### config.mk
export PLATFORM = sky130hd
export DESIGN_NAME = lc3_control_mw_flat
export DESIGN_NICKNAME = d
export VERILOG_FILES = /design/src/rtl/lc3_control_mw_pkg.sv /design/src/rtl/lc3_control_mw_if.sv /design/src/rtl/lc3_control_mw_mem_wait.sv /design/src/rtl/lc3_control_mw.sv /design/src/flat_wrapper.sv
export SDC_FILE = /design/constraint.sdc
export NUM_CORES = 1
export LEC_CHECK = 0
export BUFFER_PORTS_ARGS = -buffer_cell sky130_fd_sc_hd__clkbuf_2
export CORE_MARGIN = 2
export CORE_UTILIZATION = 55
export CTS_BUF_LIST = sky130_fd_sc_hd__clkbuf_16
export DETAILED_ROUTE_END_ITERATION = 10
export MAX_ROUTING_LAYER = met4
export PLACE_DENSITY = 0.86
export SYNTH_ARGS = -nofsm -noshare
export SYNTH_HDL_FRONTEND = slang
export SYNTH_SLANG_ARGS = --single-unit
export TNS_END_PERCENT = 10
### constraint.sdc
create_clock -name clk -period 4.7 [get_ports clk]
set_input_delay 0.705 -clock clk [delete_from_list [all_inputs] [get_ports clk]]
set_output_delay 0.705 -clock clk [all_outputs]
set_load 0.02 [all_outputs]
### src/rtl/lc3_control_mw_pkg.sv
// Shared types and encodings for the memory-handshake LC-3 control FSM.
// Covers control states, opcodes, datapath mux encodings and small decode helpers.
package lc3_control_mw_pkg;

  typedef enum logic [4:0] {
    S_FETCH0, S_FETCH1, S_FETCH2, S_DECODE,
    S_BR0, S_ALU0,
    S_LD0, S_LDR0, S_LD1, S_LD2, S_LDI2, S_LDI3,
    S_ST0, S_ST1, S_STR1, S_ST_W, S_STI0, S_STI1, S_STI2,
    S_JSR0, S_JSR1, S_JMP0, S_LEA0,
    S_TRAP0, S_TRAP1, S_TRAP2, S_TRAP3
  } ctrl_state_e;

  localparam logic [3:0] OP_BR   = 4'h0;
  localparam logic [3:0] OP_ADD  = 4'h1;
  localparam logic [3:0] OP_LD   = 4'h2;
  localparam logic [3:0] OP_ST   = 4'h3;
  localparam logic [3:0] OP_JSR  = 4'h4;
  localparam logic [3:0] OP_AND  = 4'h5;
  localparam logic [3:0] OP_LDR  = 4'h6;
  localparam logic [3:0] OP_STR  = 4'h7;
  localparam logic [3:0] OP_RTI  = 4'h8;
  localparam logic [3:0] OP_NOT  = 4'h9;
  localparam logic [3:0] OP_LDI  = 4'hA;
  localparam logic [3:0] OP_STI  = 4'hB;
  localparam logic [3:0] OP_JMP  = 4'hC;
  localparam logic [3:0] OP_RES  = 4'hD;
  localparam logic [3:0] OP_LEA  = 4'hE;
  localparam logic [3:0] OP_TRAP = 4'hF;

  localparam logic [1:0] ALU_PASSA = 2'b00;
  localparam logic [1:0] ALU_ADD   = 2'b01;
  localparam logic [1:0] ALU_AND   = 2'b10;
  localparam logic [1:0] ALU_NOT   = 2'b11;

  localparam logic [1:0] PC_INC = 2'b00;
  localparam logic [1:0] PC_EAB = 2'b01;
  localparam logic [1:0] PC_BUS = 2'b10;

  localparam logic [1:0] EAB2_ZERO  = 2'b00;
  localparam logic [1:0] EAB2_OFF6  = 2'b01;
  localparam logic [1:0] EAB2_OFF9  = 2'b10;
  localparam logic [1:0] EAB2_OFF11 = 2'b11;

  localparam logic MDR_BUS  = 1'b0;
  localparam logic MDR_MEM  = 1'b1;
  localparam logic MAR_ZEXT = 1'b1;
  localparam logic EAB1_SR1 = 1'b1;

  // States that hold a memory access open until mem_rdy
  function automatic logic is_mem_state(ctrl_state_e s);
    return (s == S_FETCH1) || (s == S_LD1) || (s == S_LDI3) || (s == S_ST_W) ||
           (s == S_STI1) || (s == S_LDI1_ALIAS(s)) || (s == S_TRAP2);
  endfunction

  function automatic ctrl_state_e S_LDI1_ALIAS(ctrl_state_e s);
    // LDI's first read shares the LD1 state, so the alias maps to LD1
    return (s == S_LD1) ? S_LD1 : S_TRAP2;
  endfunction

  function automatic logic branch_en(logic [2:0] mask, logic n, logic z, logic p);
    return (mask[2] & n) | (mask[1] & z) | (mask[0] & p);
  endfunction

endpackage

### src/rtl/lc3_control_mw_if.sv
// Controller-to-datapath/memory signal bundle; master is the control FSM.
interface lc3_control_mw_if;
  logic [15:0] IR;
  logic        N, Z, P;
  logic        mem_rdy;
  logic        mem_req, memWE;
  logic [1:0]  aluControl;
  logic [2:0]  SR1, SR2, DR;
  logic        regWE, flagWE;
  logic        enaALU, enaPC, enaMDR, enaMARM;
  logic [1:0]  selPC;
  logic        selMAR, selEAB1;
  logic [1:0]  selEAB2;
  logic        selMDR;
  logic        ldPC, ldIR, ldMAR, ldMDR;
  logic        bus_err, ill_op, instr_done;

  modport master (
    input  IR, N, Z, P, mem_rdy,
    output mem_req, memWE, aluControl, SR1, SR2, DR, regWE, flagWE,
           enaALU, enaPC, enaMDR, enaMARM, selPC, selMAR, selEAB1, selEAB2,
           selMDR, ldPC, ldIR, ldMAR, ldMDR, bus_err, ill_op, instr_done
  );

  modport slave (
    output IR, N, Z, P, mem_rdy,
    input  mem_req, memWE, aluControl, SR1, SR2, DR, regWE, flagWE,
           enaALU, enaPC, enaMDR, enaMARM, selPC, selMAR, selEAB1, selEAB2,
           selMDR, ldPC, ldIR, ldMAR, ldMDR, bus_err, ill_op, instr_done
  );
endinterface

### src/rtl/lc3_control_mw_mem_wait.sv
// Memory wait counter: counts stalled cycles of one access and flags the abort cycle.
module lc3_mem_wait #(
  parameter int MEM_TIMEOUT = 16,
  parameter int TMO_W       = 5
) (
  input  logic clk,
  input  logic rst,
  input  logic mem_req,
  input  logic mem_rdy,
  input  logic state_change,
  output logic timeout
);
  logic [TMO_W-1:0] cnt_q, cnt_d;

  always_comb begin
    cnt_d = (state_change || mem_rdy || !mem_req) ? '0 : cnt_q + TMO_W'(1);
  end

  always_ff @(posedge clk) begin
    if (!rst) cnt_q <= '0;
    else      cnt_q <= cnt_d;
  end

  // A zero limit disables the abort entirely
  generate
    if (MEM_TIMEOUT == 0) begin : g_no_tmo
      assign timeout = 1'b0;
    end else begin : g_tmo
      assign timeout = mem_req && !mem_rdy && (cnt_q == TMO_W'(MEM_TIMEOUT - 1));
    end
  endgenerate
endmodule

### src/rtl/lc3_control_mw.sv
// Multi-cycle LC-3 control FSM with mem_req/mem_rdy handshake, bus timeout,
// illegal-opcode pulse and retire pulse; outputs decode combinationally from state.
module lc3_control_mw
  import lc3_control_mw_pkg::*;
#(
  parameter int MEM_TIMEOUT = 16,
  parameter int TMO_W       = (MEM_TIMEOUT < 1) ? 1 : $clog2(MEM_TIMEOUT + 1),
  parameter bit FLAGS_ON_LD = 1'b1
) (
  input logic clk,
  input logic rst,
  lc3_control_mw_if.master cif
);
  ctrl_state_e state_q, state_d;
  logic        mem_req_w, timeout_w, state_change_w;
  logic [3:0]  opcode;
  logic        rdy;

  logic       mem_we, reg_we, flag_we, ena_alu, ena_pc, ena_mdr, ena_marm;
  logic [1:0] alu_ctl, sel_pc, sel_eab2;
  logic [2:0] sr1, sr2, dr;
  logic       sel_mar, sel_eab1, sel_mdr, ld_pc, ld_ir, ld_mar, ld_mdr;
  logic       bus_err, ill_op, instr_done;

  assign opcode         = cif.IR[15:12];
  assign rdy            = cif.mem_rdy;
  assign mem_req_w      = rst && is_mem_state(state_q);
  assign state_change_w = (state_d != state_q);

  lc3_mem_wait #(.MEM_TIMEOUT(MEM_TIMEOUT), .TMO_W(TMO_W)) u_wait (
    .clk          (clk),
    .rst          (rst),
    .mem_req      (mem_req_w),
    .mem_rdy      (rdy),
    .state_change (state_change_w),
    .timeout      (timeout_w)
  );

  always_comb begin
    state_d    = state_q;
    mem_we     = 1'b0;  alu_ctl  = ALU_PASSA;
    sr1        = '0;    sr2      = '0;   dr      = '0;
    reg_we     = 1'b0;  flag_we  = 1'b0;
    ena_alu    = 1'b0;  ena_pc   = 1'b0; ena_mdr = 1'b0; ena_marm = 1'b0;
    sel_pc     = PC_INC; sel_mar = 1'b0; sel_eab1 = 1'b0; sel_eab2 = EAB2_ZERO;
    sel_mdr    = MDR_BUS;
    ld_pc      = 1'b0;  ld_ir    = 1'b0; ld_mar  = 1'b0; ld_mdr   = 1'b0;
    bus_err    = 1'b0;  ill_op   = 1'b0; instr_done = 1'b0;
    if (rst) begin
      case (state_q)
        S_FETCH0: begin ena_pc = 1'b1; ld_mar = 1'b1; state_d = S_FETCH1; end
        S_FETCH1: begin
          sel_mdr = MDR_MEM; ld_mdr = rdy; ld_pc = rdy; sel_pc = PC_INC;
          state_d = S_FETCH2;
        end
        S_FETCH2: begin ena_mdr = 1'b1; ld_ir = 1'b1; state_d = S_DECODE; end
        S_DECODE: begin
          case (opcode)
            OP_BR:                  state_d = S_BR0;
            OP_ADD, OP_AND, OP_NOT: state_d = S_ALU0;
            OP_LD, OP_LDI:          state_d = S_LD0;
            OP_LDR:                 state_d = S_LDR0;
            OP_ST, OP_STR:          state_d = S_ST0;
            OP_STI:                 state_d = S_STI0;
            OP_JSR:                 state_d = S_JSR0;
            OP_JMP:                 state_d = S_JMP0;
            OP_LEA:                 state_d = S_LEA0;
            OP_TRAP:                state_d = S_TRAP0;
            default: begin ill_op = 1'b1; state_d = S_FETCH0; end
          endcase
        end
        S_BR0: begin
          sel_eab2 = EAB2_OFF9; sel_pc = PC_EAB;
          ld_pc = branch_en(cif.IR[11:9], cif.N, cif.Z, cif.P);
          instr_done = 1'b1; state_d = S_FETCH0;
        end
        S_ALU0: begin
          case (opcode)
            OP_ADD:  alu_ctl = ALU_ADD;
            OP_AND:  alu_ctl = ALU_AND;
            default: alu_ctl = ALU_NOT;
          endcase
          sr1 = cif.IR[8:6]; sr2 = cif.IR[2:0]; dr = cif.IR[11:9];
          reg_we = 1'b1; flag_we = 1'b1; ena_alu = 1'b1;
          instr_done = 1'b1; state_d = S_FETCH0;
        end
        S_LD0, S_ST1, S_STI0: begin
          ena_marm = 1'b1; sel_eab2 = EAB2_OFF9; ld_mar = 1'b1;
          state_d = (state_q == S_LD0) ? S_LD1 : (state_q == S_ST1) ? S_ST_W : S_STI1;
        end
        S_LDR0, S_STR1: begin
          ena_marm = 1'b1; sel_eab1 = EAB1_SR1; sr1 = cif.IR[8:6];
          sel_eab2 = EAB2_OFF6; ld_mar = 1'b1;
          state_d = (state_q == S_LDR0) ? S_LD1 : S_ST_W;
        end
        S_LD1, S_LDI3, S_STI1, S_TRAP2: begin
          sel_mdr = MDR_MEM; ld_mdr = rdy;
          case (state_q)
            S_LD1:   state_d = (opcode == OP_LDI) ? S_LDI2 : S_LD2;
            S_LDI3:  state_d = S_LD2;
            S_STI1:  state_d = S_STI2;
            default: state_d = S_TRAP3;
          endcase
        end
        S_LDI2, S_STI2: begin
          ena_mdr = 1'b1; ld_mar = 1'b1;
          state_d = (state_q == S_LDI2) ? S_LDI3 : S_ST0;
        end
        S_LD2: begin
          ena_mdr = 1'b1; dr = cif.IR[11:9]; reg_we = 1'b1; flag_we = FLAGS_ON_LD;
          instr_done = 1'b1; state_d = S_FETCH0;
        end
        S_ST0: begin
          sr1 = cif.IR[11:9]; alu_ctl = ALU_PASSA; ena_alu = 1'b1;
          sel_mdr = MDR_BUS; ld_mdr = 1'b1;
          case (opcode)
            OP_ST:   state_d = S_ST1;
            OP_STR:  state_d = S_STR1;
            default: state_d = S_ST_W;
          endcase
        end
        S_ST_W: begin mem_we = 1'b1; instr_done = rdy; state_d = S_FETCH0; end
        S_JSR0, S_TRAP0: begin
          ena_pc = 1'b1; dr = 3'd7; reg_we = 1'b1;
          state_d = (state_q == S_JSR0) ? S_JSR1 : S_TRAP1;
        end
        S_JSR1: begin
          sel_pc = PC_EAB; ld_pc = 1'b1; instr_done = 1'b1; state_d = S_FETCH0;
          if (cif.IR[11]) sel_eab2 = EAB2_OFF11;
          else begin sel_eab1 = EAB1_SR1; sr1 = cif.IR[8:6]; end
        end
        S_JMP0: begin
          sr1 = cif.IR[8:6]; sel_eab1 = EAB1_SR1; sel_pc = PC_EAB; ld_pc = 1'b1;
          instr_done = 1'b1; state_d = S_FETCH0;
        end
        S_LEA0: begin
          ena_marm = 1'b1; sel_eab2 = EAB2_OFF9; dr = cif.IR[11:9];
          reg_we = 1'b1; flag_we = FLAGS_ON_LD; instr_done = 1'b1; state_d = S_FETCH0;
        end
        S_TRAP1: begin sel_mar = MAR_ZEXT; ena_marm = 1'b1; ld_mar = 1'b1; state_d = S_TRAP2; end
        S_TRAP3: begin
          ena_mdr = 1'b1; sel_pc = PC_BUS; ld_pc = 1'b1; instr_done = 1'b1; state_d = S_FETCH0;
        end
        default: state_d = S_FETCH0;
      endcase
      // A stalled access holds its state; the abort cycle discards the access
      if (mem_req_w && !rdy) begin
        bus_err = timeout_w;
        state_d = timeout_w ? S_FETCH0 : state_q;
      end
    end
  end

  always_ff @(posedge clk) begin
    if (!rst) state_q <= S_FETCH0;
    else      state_q <= state_d;
  end

  assign cif.mem_req    = mem_req_w;
  assign cif.memWE      = mem_we;
  assign cif.aluControl = alu_ctl;
  assign cif.SR1        = sr1;
  assign cif.SR2        = sr2;
  assign cif.DR         = dr;
  assign cif.regWE      = reg_we;
  assign cif.flagWE     = flag_we;
  assign cif.enaALU     = ena_alu;
  assign cif.enaPC      = ena_pc;
  assign cif.enaMDR     = ena_mdr;
  assign cif.enaMARM    = ena_marm;
  assign cif.selPC      = sel_pc;
  assign cif.selMAR     = sel_mar;
  assign cif.selEAB1    = sel_eab1;
  assign cif.selEAB2    = sel_eab2;
  assign cif.selMDR     = sel_mdr;
  assign cif.ldPC       = ld_pc;
  assign cif.ldIR       = ld_ir;
  assign cif.ldMAR      = ld_mar;
  assign cif.ldMDR      = ld_mdr;
  assign cif.bus_err    = bus_err;
  assign cif.ill_op     = ill_op;
  assign cif.instr_done = instr_done;
endmodule

### src/flat_wrapper.sv
// flat-port wrapper written by rule: the top's interface ports become plain ports
module lc3_control_mw_flat import lc3_control_mw_pkg::*;
#(
  parameter int MEM_TIMEOUT = 16,
  parameter int TMO_W       = (MEM_TIMEOUT < 1) ? 1 : $clog2(MEM_TIMEOUT + 1),
  parameter bit FLAGS_ON_LD = 1'b1
)
  (clk, rst, cif_IR, cif_N, cif_Z, cif_P, cif_mem_rdy, cif_mem_req, cif_memWE, cif_aluControl, cif_SR1, cif_SR2, cif_DR, cif_regWE, cif_flagWE, cif_enaALU, cif_enaPC, cif_enaMDR, cif_enaMARM, cif_selPC, cif_selMAR, cif_selEAB1, cif_selEAB2, cif_selMDR, cif_ldPC, cif_ldIR, cif_ldMAR, cif_ldMDR, cif_bus_err, cif_ill_op, cif_instr_done);
  lc3_control_mw_if cif_i ();
  input logic clk;
  input logic rst;
  input wire logic [$bits(cif_i.IR)-1:0] cif_IR;
  input wire logic [$bits(cif_i.N)-1:0] cif_N;
  input wire logic [$bits(cif_i.Z)-1:0] cif_Z;
  input wire logic [$bits(cif_i.P)-1:0] cif_P;
  input wire logic [$bits(cif_i.mem_rdy)-1:0] cif_mem_rdy;
  output wire logic [$bits(cif_i.mem_req)-1:0] cif_mem_req;
  output wire logic [$bits(cif_i.memWE)-1:0] cif_memWE;
  output wire logic [$bits(cif_i.aluControl)-1:0] cif_aluControl;
  output wire logic [$bits(cif_i.SR1)-1:0] cif_SR1;
  output wire logic [$bits(cif_i.SR2)-1:0] cif_SR2;
  output wire logic [$bits(cif_i.DR)-1:0] cif_DR;
  output wire logic [$bits(cif_i.regWE)-1:0] cif_regWE;
  output wire logic [$bits(cif_i.flagWE)-1:0] cif_flagWE;
  output wire logic [$bits(cif_i.enaALU)-1:0] cif_enaALU;
  output wire logic [$bits(cif_i.enaPC)-1:0] cif_enaPC;
  output wire logic [$bits(cif_i.enaMDR)-1:0] cif_enaMDR;
  output wire logic [$bits(cif_i.enaMARM)-1:0] cif_enaMARM;
  output wire logic [$bits(cif_i.selPC)-1:0] cif_selPC;
  output wire logic [$bits(cif_i.selMAR)-1:0] cif_selMAR;
  output wire logic [$bits(cif_i.selEAB1)-1:0] cif_selEAB1;
  output wire logic [$bits(cif_i.selEAB2)-1:0] cif_selEAB2;
  output wire logic [$bits(cif_i.selMDR)-1:0] cif_selMDR;
  output wire logic [$bits(cif_i.ldPC)-1:0] cif_ldPC;
  output wire logic [$bits(cif_i.ldIR)-1:0] cif_ldIR;
  output wire logic [$bits(cif_i.ldMAR)-1:0] cif_ldMAR;
  output wire logic [$bits(cif_i.ldMDR)-1:0] cif_ldMDR;
  output wire logic [$bits(cif_i.bus_err)-1:0] cif_bus_err;
  output wire logic [$bits(cif_i.ill_op)-1:0] cif_ill_op;
  output wire logic [$bits(cif_i.instr_done)-1:0] cif_instr_done;
  assign cif_i.IR = cif_IR;
  assign cif_i.N = cif_N;
  assign cif_i.Z = cif_Z;
  assign cif_i.P = cif_P;
  assign cif_i.mem_rdy = cif_mem_rdy;
  assign cif_mem_req = cif_i.mem_req;
  assign cif_memWE = cif_i.memWE;
  assign cif_aluControl = cif_i.aluControl;
  assign cif_SR1 = cif_i.SR1;
  assign cif_SR2 = cif_i.SR2;
  assign cif_DR = cif_i.DR;
  assign cif_regWE = cif_i.regWE;
  assign cif_flagWE = cif_i.flagWE;
  assign cif_enaALU = cif_i.enaALU;
  assign cif_enaPC = cif_i.enaPC;
  assign cif_enaMDR = cif_i.enaMDR;
  assign cif_enaMARM = cif_i.enaMARM;
  assign cif_selPC = cif_i.selPC;
  assign cif_selMAR = cif_i.selMAR;
  assign cif_selEAB1 = cif_i.selEAB1;
  assign cif_selEAB2 = cif_i.selEAB2;
  assign cif_selMDR = cif_i.selMDR;
  assign cif_ldPC = cif_i.ldPC;
  assign cif_ldIR = cif_i.ldIR;
  assign cif_ldMAR = cif_i.ldMAR;
  assign cif_ldMDR = cif_i.ldMDR;
  assign cif_bus_err = cif_i.bus_err;
  assign cif_ill_op = cif_i.ill_op;
  assign cif_instr_done = cif_i.instr_done;
  lc3_control_mw #(.MEM_TIMEOUT(MEM_TIMEOUT), .TMO_W(TMO_W), .FLAGS_ON_LD(FLAGS_ON_LD)) u_core (.clk(clk), .rst(rst), .cif(cif_i));
endmodule
== Word level (Yosys, flattened, before mapping) ==
Index checks and enable logic that the tools add are counted.
Widths: inputs -> output; s select.
Operators by class
  add/subtract/negate cells: 1
  $mul: 0
  div/mod/pow operators: 0
  order comparisons: 0
  equal/unequal tests: 42
  shift-type cells: 0
  muxes and demuxes: 65
  bitwise operators: 6
  reduce and logical (&&, ||, !) cells: 39
Operators with widths (count)
  $eq 5x5->1 const B: 11
  $pmux 5 s11: 1
  $pmux 5 s10: 1
  $eq 5x4->1 const B: 9
  $mux 1: 32
  $mux 5: 6
  $eq 4x4->1 const B: 6
  $mux 3: 7
  $reduce_or 3->1: 7
  $eq 5x3->1 const B: 4
  $reduce_or 5->1: 4
  $eq 4x3->1 const B: 4
  $pmux 5 s3: 1
  $reduce_or 14->1: 1
  $reduce_or 2->1: 7
  $reduce_or 7->1: 2
  $mux 2: 6
  $pmux 2 s2: 3
  $eq 5x2->1 const B: 2
  $pmux 3 s3: 1
  $reduce_or 9->1: 1
  $eq 4x2->1 const B: 2
  $logic_or 1x1->1: 8
  $reduce_or 4->1: 2
  17 further kinds: 25
Storage, ports and cells
  bits in registers: 10
  bits in latches: 0
  memory bits (writable): 0
  memory bits (read-only): 0
  word-level logic and storage cells: 155
  memories: 0

== Logic depth before layout (Yosys ltp) ==
  depth after elaboration: 17
  mapped depth: 8

== Cells and area by module ==
A second synthesis with hierarchy kept.
Unflattened totals
  cell total of the unflattened synthesis: 247
  area total of the unflattened synthesis: 1685.4 sq um
By module, submodules not included
  lc3_control_mw: times used 1, cells an instance 227, area an instance 1467.7 sq um, sequential area each 100.1 sq um
  lc3_mem_wait: times used 1, cells an instance 20, area an instance 217.7 sq um, sequential area each 100.1 sq um

== Worst setup path after synthesis ==
No wires, ideal clock.
  path type: input to output
  from: input rst
  to: output cif_selPC[0]
  arrival: 1.822 ns
  slack: 2.173 ns
  stages on the path: 3
  cell sequence: buf_2 -> clkbuf_1 -> nor4b_1
On the way
  longest elaborated chain between the ends: 1
RTL lines
  from (decl): line flat_wrapper.sv:11  | input logic rst;
  $mux 2: line lc3_control_mw.sv:49  | if (rst) begin
  to (decl): line flat_wrapper.sv:29  | output wire logic [$bits(cif_i.selPC)-1:0] cif_selPC;
Every way passes these cells.

== Worst setup path after layout ==
  from: register u_core.state_q[3]
  to: output cif_DR[1]
On the way
  longest elaborated chain between the ends: 4
  elaborated cells between the ends (all ways): 9
RTL lines
  from (decl): line lc3_control_mw.sv:14  | ctrl_state_e state_q, state_d;
  from (signal assigned): line lc3_control_mw.sv:156  | else state_q <= state_d;
  $eq 5x4->1, or another cell as far along: line lc3_control_mw.sv:50  | case (state_q)
  $reduce_or 3->1 (no source line) or $reduce_or 2->1 (tied branches)
  $pmux 3 s2 *: line lc3_control_mw.sv:50
  $mux 3 *: line lc3_control_mw.sv:49
  to (decl): line flat_wrapper.sv:22  | output wire logic [$bits(cif_i.DR)-1:0] cif_DR;
Every way passes the cells marked *; elsewhere a longest branch is shown, timed or not.

==> summary.md <==
| Metric | Value |
|---|---|
| Final Cycle Share | 66.6% |
| Largest net degree at the start of global routing | 32 |
| Worst reg2reg path depth | 5 |
| Cell Pwr Density | between 200 and 250 nW/µm² |
| Register area share after synthesis | 12.3% |
| Hpwl dp | approximately 3.3 mm |
| Pre-CTS WS | about 1900 ps |
| Post-CTS setup buffers | 0 |
| Hold crit path type | reg -> reg |
| Post-route cell area | between 1500 and 2000 µm² |
| Root buffer cell | clkbuf_16 |
| Reg clk slew, reported paths | approximately 40 ps |
| Vias in the first global route | 1795 |
| Status | finished, final reports clean |
| DR iter-0 viols | approximately 200 |
| Compound-Gate Fraction of Synth Area | 28.6% |
| Maximum vdd drop | 0.380 mV |
| Post-cts sizing count | 0 |
| Non-Filler Instances | between 300 and 400 |
| Area grow syn2layout | 14.4% |
| Xor-xnor portion of the synthesized cell area | 2.69% |
| Leak Pwr | roughly 0.8 nW |
| Port Buffers | 51 |
| Fmax | 320 MHz |
| Fin Setup TNS | 0 ps |
| Post-synthesis cell area | ~1600 µm² |
| Die Span X | a little under 60 µm |
| Post-Syn Nets | about 270 |
| Yosys warnings | 0 |
| Worst-Margin Slew | between 1000 and 1500 ps |
| WP data arrival | 2420 ps |
| Crit end category | primary output |
| Vias | just under 2k |
| CORE AREA | roughly 2800 µm² |
| CTS Hold Bufs | 0 |
| Commonest non-fill, non-tap cell in the layout | clkbuf_2 |
| Initial Utilization | 58.6% |
| Ant diodes | 0 |
| Post-DRT Antenna Nets | 0 |
| Max-Cap Viols | 0 |
| Critical Path Source Type | flip-flop |
| Final Critical Period | ~3100 ps |
| Largest family of logic cells by synthesized area | simple AND/OR/NAND/NOR gates |
| Synth Area in Simple Gates | 45.3% |
| Row cnt | 19 |
| Tot GR Track Use | 28.6% |
| Mux cell area share after synthesis | 0% |
| First-pass GRT wire length | roughly 7.7 mm |
| Gate Count Post-Synth | approximately 250 |
| Slew Limit Fails | 0 |
| EDFF count, synth | 0 |
| Routed WL per cell | ~15 µm |
| Avg Cell Area, Syn | 6.60 µm² |
| Commonest non-fill, non-tap cells in the layout | clkbuf_2, nor2_1, nand2_1, a21oi_1, nand3_1 |
| Final #Nets | 305 |
| GPL Wtd Cong | 0.919 |
| CTS Buf Count | 3 |
| Die area | 3420 µm² |
| Final setup fails | 0 |
| RSZ-0062 raised after global routing | no |
| Layout cells sized above 1 | 23.6% |
| Critical Path RT | 3990 ps |
| Adder-cell share of the synthesized area | under 10% |
| Main flop type after synthesis | dfxtp_1 |
| Placed Cells incl. Taps | about 310 |
| Top-Level Pins | 55 |
| Critical path class | reg -> out |
| Sink Count | 10 |
| H-tree levels | 1 |
| Worst Setup SP | u_core.state_q[3] |
| R2r startpoint | u_core.state_q[4] |
| Initial antenna violation count | 0 |
| Routed WL | about 4.7 mm |
| Netlist cell types | 56 |
| Ys async rst share | 0% |
| CP max FO | 30 |
| Final hold violations | 0 |
| Clock Skews | 3.26 ps |
| Hold Crit Start | u_core.u_wait.cnt_q[0] |
| Vert. Die Dim | between 50 and 60 µm |
| Final WS setup | ~1600 ps |
| TritonCTS clock tree | done |
| Clock buffer depth | 2 |
| Residual DRC count | 0 |
| Clock Latency Late Sink | approximately 240 ps |
| Placed instance area | about 1800 µm² |
| DR pass1 iterations | 5 |
| Grt total ovfl | 0 |
| DR vias/cell | ~6.3 |
| Slew margin rel. | a little over a quarter |
| WHS Path Cells | 1 |
| FF+latch count, synth | 10 |
[cell families (layout without fill, tap and decap cells)]
| group | count (synthesis) | after routing |
|---|---|---|
| adder cells (fa/ha/maj) | 2 | 2 |
| flip-flops | 10 | 10 |
| XOR/XNOR | 5 | 5 |
| AND/OR/NAND/NOR | 132 | 132 |
| AO/OA/AOI/OAI | 72 | 72 |
| buffers and inverters | 26 | 59 |
[cells in the mapped netlist (all sizes together), types with 4 or more instances]
cell type	number	area, µm²
nor3	10	55.1
o21ai	14	70.1
and2	8	50.1
a31oi	4	25.0
a22oi	6	45.0
nand3b	5	37.5
nor2	27	101
nor2b	11	88.8
dfxtp	10	200
nand2b	11	73.8
a21boi	4	30.0
a21oi	17	85.1
and3	6	42.5
nand3	11	55.1
buf	20	134
o22ai	5	31.3
a21o	7	52.6
nand2	24	90.1
[worst max-delay path, cell delays in order, from the launching register on]
cell and delay (ps):
dfxtp_1 970, nand2b_1 360, nor3_1 220, a21oi_1 90, nor2b_2 210, a21o_1 150, clkbuf_2 170
[registers in the layout, summed over array words and instances (netlist names)]
| name | count |
|---|---|
| u_core.state_q | 5 |
| u_core.u_wait.cnt_q | 5 |
[worst paths after layout]
| check | to | slack (ps) |
|---|---|---|
| min | u_core.u_wait.cnt_q[0] | 450 |
| max reg2reg | u_core.state_q[4] | 2370 |
| min reg2reg | u_core.u_wait.cnt_q[0] | 450 |
| max | cif_DR[1] | 1570 |
[where the power goes]
group          internal, mW  switching [mW]  total [mW]
clock                 0.111          0.0398       0.151
sequential           0.0895          0.0270       0.116
combinational        0.0678           0.101       0.168
total                 0.269           0.167       0.436
[metrics by stage]
step	utilization (%)	power (mW)	hold WS, ps
after floorplan	-	0.246	418
after global routing	67.1	0.462	489
after global placement	64.2	0.278	434
after detailed placement	64.2	0.280	439
after CTS	67.1	0.433	455
final	67.1	0.436	451
[cell type report]
| type | count | area, µm² |
|---|---|---|
| inverters | 3 | 11.3 |
| clock buffers | 3 | 75.1 |
| flip-flops and latches | 10 | 200 |
| fillers | 263 | 916 |
| clock inverters | 1 | 3.75 |
| repair buffers | 52 | 263 |
| well taps | 31 | 38.8 |
| multi-input cells | 211 | 1270 |
[routing by layer]
metal	up-vias	track usage [%]	part of all wire, %
met1	890	36.7	43
li1	959	-	-
met2	110	45.3	46
met5	-	-	0
met3	10	4.62	9.4
met4	0	10.3	1.9
(Power assumes the default switching activity.)
